[config.mk]
export PLATFORM = sky130hd
export DESIGN_NAME = branch_predictor
export DESIGN_NICKNAME = d
export VERILOG_FILES = /design/src/rtl/branch_predictor.sv
export SDC_FILE = /design/constraint.sdc
export NUM_CORES = 1
export LEC_CHECK = 0
export ABC_AREA = 1
export BUFFER_PORTS_ARGS = -buffer_cell sky130_fd_sc_hd__buf_2
export CELL_PAD_IN_SITES_DETAIL_PLACEMENT = 2
export CELL_PAD_IN_SITES_GLOBAL_PLACEMENT = 2
export CORE_AREA = 2 2 372 374
export CTS_BUF_LIST = sky130_fd_sc_hd__clkbuf_4 sky130_fd_sc_hd__clkbuf_8 sky130_fd_sc_hd__clkbuf_16
export CTS_CLUSTER_DIAMETER = 60
export DETAILED_ROUTE_END_ITERATION = 7
export DIE_AREA = 0 0 374 376
export PLACE_DENSITY_LB_ADDON = 0.1
export SLEW_MARGIN = 20
export SYNTH_ARGS = -nofsm -noshare
export SYNTH_HDL_FRONTEND = slang
export SYNTH_SLANG_ARGS = --single-unit
[constraint.sdc]
create_clock -name clk -period 2.8 [get_ports clk]
set_clock_uncertainty 0.1 [all_clocks]
set_input_delay 0.42 -clock clk [delete_from_list [all_inputs] [get_ports clk]]
set_output_delay 0.42 -clock clk [all_outputs]
set_load 0.02 [all_outputs]
[src/rtl/branch_predictor.sv]
// Direct-mapped branch target buffer with 2-bit saturating counters.
// Fetch lookup is combinational; decode resolves branches, redirects on mispredict and trains.
module branch_predictor #(
  parameter int unsigned ENTRIES = 16
) (
  input  logic        clk,
  input  logic        rst_n,
  input  logic [31:0] PCF,
  output logic        PredTakenF,
  output logic [31:0] PredTargetF,
  input  logic [31:0] PCD,
  input  logic [31:0] PCPlus4D,
  input  logic        IsBranchD,
  input  logic        BranchD,
  input  logic [31:0] PCBranchD,
  input  logic        PredTakenD,
  input  logic        StallD,
  output logic        RedirectF,
  output logic [31:0] RedirectPCF,
  output logic [31:0] BranchCnt,
  output logic [31:0] MissCnt
);

  localparam int unsigned IDX = $clog2(ENTRIES);
  localparam int unsigned TW  = 30 - IDX;

  logic          r_valid  [ENTRIES];
  logic [TW-1:0] r_tag    [ENTRIES];
  logic [31:0]   r_target [ENTRIES];
  logic [1:0]    r_ctr    [ENTRIES];
  logic [31:0]   r_branch_cnt;
  logic [31:0]   r_miss_cnt;

  logic [IDX-1:0] w_idx_f;
  logic [TW-1:0]  w_tag_f;
  logic           w_hit_f;
  logic [IDX-1:0] w_idx_d;
  logic [TW-1:0]  w_tag_d;
  logic           w_hit_d;
  logic           w_resolve;
  logic [1:0]     w_ctr_d;
  logic [1:0]     w_ctr_next;
  logic           w_unused_pc_lsb;

  assign w_unused_pc_lsb = ^{PCF[1:0], PCD[1:0]};

  // Fetch-side lookup
  assign w_idx_f     = PCF[IDX+1:2];
  assign w_tag_f     = PCF[31:IDX+2];
  assign w_hit_f     = r_valid[w_idx_f] && (r_tag[w_idx_f] == w_tag_f);
  assign PredTakenF  = w_hit_f && r_ctr[w_idx_f][1];
  assign PredTargetF = PredTakenF ? r_target[w_idx_f] : PCF + 32'd4;

  // Decode-side resolution
  assign w_idx_d     = PCD[IDX+1:2];
  assign w_tag_d     = PCD[31:IDX+2];
  assign w_hit_d     = r_valid[w_idx_d] && (r_tag[w_idx_d] == w_tag_d);
  assign w_resolve   = IsBranchD && !StallD;
  assign RedirectF   = w_resolve && (BranchD != PredTakenD);
  assign RedirectPCF = BranchD ? PCBranchD : PCPlus4D;
  assign w_ctr_d     = r_ctr[w_idx_d];

  always_comb begin
    w_ctr_next = w_ctr_d;
    if (BranchD) begin
      if (w_ctr_d != 2'b11) w_ctr_next = w_ctr_d + 2'b01;
    end else begin
      if (w_ctr_d != 2'b00) w_ctr_next = w_ctr_d - 2'b01;
    end
  end

  always_ff @(posedge clk or negedge rst_n) begin
    if (!rst_n) begin
      for (int i = 0; i < int'(ENTRIES); i++) begin
        r_valid[i] <= 1'b0;
        r_ctr[i]   <= 2'b01;
      end
      r_branch_cnt <= 32'd0;
      r_miss_cnt   <= 32'd0;
    end else if (w_resolve) begin
      r_branch_cnt <= r_branch_cnt + 32'd1;
      if (RedirectF) r_miss_cnt <= r_miss_cnt + 32'd1;
      if (w_hit_d) begin
        r_ctr[w_idx_d] <= w_ctr_next;
      end else if (BranchD) begin
        r_valid[w_idx_d] <= 1'b1;
        r_ctr[w_idx_d]   <= 2'b10;
      end
    end
  end

  // Tag/target need no reset: they are only observed through a set valid bit.
  always_ff @(posedge clk) begin
    if (w_resolve && BranchD) begin
      r_tag[w_idx_d]    <= w_tag_d;
      r_target[w_idx_d] <= PCBranchD;
    end
  end

  assign BranchCnt = r_branch_cnt;
  assign MissCnt   = r_miss_cnt;

endmodule
# Word level (Yosys, flattened, before mapping)
# Memories as Yosys holds them, arrays and structs flattened.
# Index checks and enable logic that the tools add are counted.
# classes
add_sub_neg	5
n_lt_le_gt_ge	3
eq_ne	4
mux	26
n_bitwise	7
n_reduce_logical	13
# ops
cell	count
$mux 32	4
$add 32x1->32 const B	2
$eq 26x26->1	2
$add 32x3->32 const B	1
$bwmux 32	1
$or 16x16->16	2
$and 16x16->16	1
$bmux 2 s4	2
$mux 2	8
$not 16->16	1
$ge 5x5->1 const B	2
$not 4->5	2
$bmux 1 s4	2
$demux 2 s4	1
$logic_and 1x1->1	7
$mux 1	7
$lt 5x1->1 const B	1
$demux 1 s4	1
$reduce_and 2->1	2
$reduce_bool 2->1	2
$reduce_and 3->1	1
$add 2x1->2 const B	1
$ne 2x2->1 const B	1
$sub 2x1->2 const B	1
other kinds (3)	3
# totals
register_bits	112
ramBits	928
input_bits	134
output_inout_bits	130
word_cells	94
mem_count	2
# memory_table
memory	words	width	rd	rd_ports_with_merged_regs	wr	line_no	text
r_target	16	32	1	0	1	29	logic [31:0] r_target [ENTRIES];
r_tag	16	26	2	0	1	28	logic [TW-1:0] r_tag [ENTRIES];

# Longest topological paths before layout
# logic_depth
word_depth	9
ltp_mapped	23
ltp_nobuf	20

# Worst setup path before layout
# Ideal clock, no wire load.
# synth_path
path_kind	in2reg
from	input port PCD[2]
to	memory r_tag[10][0] (netlist bit), enable pin
setup_time_ps	476
arrival_time_ps	3804
required_time_ps	2224
slack_ps	-1579
path_stages	8
path_buffers	3
path_cell_list	buf_6 buf_6 nor2_4 buf_2 inv_1 nor2_1 inv_1 nor2_1
# synth_rtl
element	line_no	text
start, declared	11	input logic [31:0] PCD,
end, declared	28	
# No word-level cell before the write port.

==> summary.txt <==
Critical path
  • Critical path depth in cells: 17
  • Critical Path Source: r_tag[0][15]
  • Required @ worst endpoint: 2280 ps
  • R2R Path Start: r_tag[0][15]
  • Cells along the critical path: nor2_2, nor2_1, o21ai_1, o211ai_1, nand3_1, nand3_1, nand2_1, nor2_2, nand2_1, nor2_2, nand2_2, nor2_4, buf_12, buf_16, nor2_1, nor2_1, buf_4
  • R2R depth: 19
  • Worst path top cell family by delay: simple AND/OR/NAND/NOR gates
  • Critical Path End: PredTargetF[11]
  • Crit Reg-Reg Endpoint: r_ctr[23]
  • Slowest CP cell: edfxtp_1
  • CP max FO: 13
  • WP buf/inv: 3
  • Flop-to-flop setup slack: 20 ps
  • CP startpoint kind: flip-flop
  • Kind of critical path: flip-flop to primary output
  • Crit path DAT: 3310 ps
  • Worst Setup End Kind: primary output
  • Slowest stage delay, CP: 380 ps

Timing
  • Final setup viols: 33
  • Final Hold Fails: 0
  • Worst Tran Pin Value: 1080 ps
  • Unrepaired setup endpoints after global routing: true
  • WHS: 39.6 ps
  • Setup TNS Final: -31080 ps
  • Fin. max-slew vios: 0
  • Fin crit period: 3830 ps
  • Slack of the critical path: -1030 ps
  • Relative slew margins: 27.7%
  • Achievable frequency: 0.261 GHz
  • Final Cycle Share: 137%

Drt
  • Met2 wire length: 110000 microns
  • Post-Route WL: 221000 microns
  • Post-route DRC: 0
  • DR WL/cell: 28.6 microns
  • M1 WL: 92800 microns
  • Drt first pass iters: 5
  • Iteration-0 DRC Markers: 3353
  • Via Count: 42965
  • Vias per std cell: 5.56
  • Top sig layer: met5
  • Routed Antenna Nets: 0
  • Met3 wire len: 10200 microns

GRT
  • GR Util All Layers: 30.7%
  • Vias in the first global route: 46538
  • Pin count of the biggest net entering global routing: 162
  • Initial antenna violation count: 6
  • Grt ovf: 0
  • First-pass GRT wire length: 319000 microns

Die
  • Die H: 376 microns
  • Placeable Area: 137000 sq um
  • Row Count: 136
  • Die outline area: 141000 sq um
  • Die Wd: 374 microns
  • Initial Util: 35.8%
  • Num ports: 264

Logic synthesis
  • Synth Register Bits: 1040
  • Mapped Nets: 5216
  • Mapped Cells: 5079
  • Mean Syn Cell Area: 9.64 sq um
  • Synth Cell Area: 49000 sq um
  • Ys Warns: 0
  • Post-synthesis sequential area ratio: 62.7%
  • Distinct cells, synth: 49
  • Synth top area share: 56.9%
  • Synth top area cells: edfxtp_1 (57%), nand2_1 (11%), o21ai_0 (5.9%)
  • Post-synth top area cell: edfxtp_1

Outcome
  • Failing checks: setup timing
  • Outcome: complete, but fails checks

Finish
  • Final net count: 5966
  • Layout Cells excl Fill: 7729
  • Most frequent cells in the layout: nand2_1 (1340), edfxtp_1 (928), o21ai_0 (530), nor2_1 (478), buf_4 (433)
  • Fraction of layout cells with a size suffix above 1: 23.6%
  • Area growth, synth to finish: 30.7%
  • Final Cell Area: 64000 sq um
  • Post-layout util: 46.8%
  • Fillers: 14113
  • Commonest non-fill, non-tap cell in the layout: nand2_1

Placed design
  • Port Buffers: 261
  • Dpl cells: 7404
  • RD Place Congestion: 0.894
  • Worst slack, placed: -1100 ps
  • Dpl hpwl: 146000 microns
  • Dpl cell area: 57300 sq um

Power
  • Peak supply drop: 587 uV
  • Overall Power: 39.8 mW
  • Power per cell area: 622 nW/um^2
  • Static leakage: 25.7 nW

Clock network
  • CTS root buf: clkbuf_16
  • Clk_lat worst skew: 770 ps
  • Clock Sinks: 1040
  • H-tree depth: 4
  • CTS tree: yes
  • Deepest clock path buffer count: 3
  • CTS clk-pin slew, worst paths: 60 ps
  • CTS Buf Count: 133

Flow run
  • Maxcap violations: 0

Min path
  • HP Start: PredTakenD
  • Hold Path Class: input pin to flip-flop
  • Worst Hold Depth: 5
-- layout make-up --
type	count	area, sq um	area share (%)
multi-input cells	3441	16900	26.4
inverters	306	1210	1.89
flip-flops and latches	1040	30700	48.0
clock inverters	84	871	1.36
diodes	1	2.50	0.00391
clock buffers	156	3570	5.57
well taps	1794	2240	3.51
repair buffers	907	8510	13.3
-- cells by family (layout without fill, tap and decap cells) --
kind of cell,after synthesis,count (layout),share of synthesized area (%)
and+or+nand+nor,2354,2354,19.3
DFF,1040,1040,62.7
AOI/OAI and AO/OA,994,994,11.3
buffers and inverters,598,1453,5.10
xor gates and xnor gates,90,90,1.61
adders and majority gates,3,3,0.0767
other,0,1,0
-- how the worst min path moves through the flow --
stage,end
finish,MissCnt[3]
detailed placement,r_ctr[1]
global route,r_tag[9][19]
CTS,MissCnt[3]
global placement,r_ctr[13]
floorplan,BranchCnt[0]
-- repair_timing --
action,in CTS,in global routing
gates cloned,5,8
hold buffers,49,0
setup buffers,18,16
pin swaps,49,108
endpoints found under the setup margin,73,83
hold endpoints to repair,751,0
gates resized for setup,209,231
-- worst min-delay path: cells and delay by family --
family | cells | cell delay (ps)
xor gates and xnor gates | 1 | 110
and+or+nand+nor | 3 | 220
buffers and inverters | 1 | 110
-- metal layers --
metal	track usage, %	vias to the layer above
li1	-	18949
met1	39.2	22390
met2	53.5	1233
met3	4.08	387
met4	10.6	6
met5	0	-
-- where the power goes --
group / internal [mW] / switching, mW / leakage [nW]
registers: 17.2 / 0.212 / 9.69
clock network: 10.4 / 7.18 / 2.19
logic: 1.62 / 3.15 / 13.8
total: 29.2 / 10.5 / 25.7
-- cell usage after synthesis, drive strengths merged --
| cell type | count |
|---|---|
| nand3 | 258 |
| and2 | 1 |
| clkbuf | 144 |
| o211ai | 50 |
| and3 | 2 |
| dfstp | 16 |
| o211a | 1 |
| a21oi | 143 |
| dfrtp | 96 |
| a21o | 5 |
| buf | 148 |
| or4 | 1 |
| xor2 | 73 |
| nor2 | 554 |
| edfxtp | 928 |
| clkinv | 3 |
| xnor2 | 17 |
| nor4 | 14 |
| nor3 | 32 |
| ha | 3 |
| o21ai | 626 |
| nand4 | 24 |
| nand2 | 1464 |
| a22oi | 8 |
| o2111ai | 7 |
| nand3b | 2 |
| a31oi | 2 |
| or2 | 2 |
| inv | 303 |
| o221ai | 51 |
| a221oi | 2 |
| o21bai | 17 |
| o22ai | 82 |
-- flip-flops by register name (all words and copies together), names as in the netlist --
register,flops
r_tag,416
r_valid,16
MissCnt,32
BranchCnt,32
r_ctr,32
r_target,512
(Power assumes the default switching activity.)
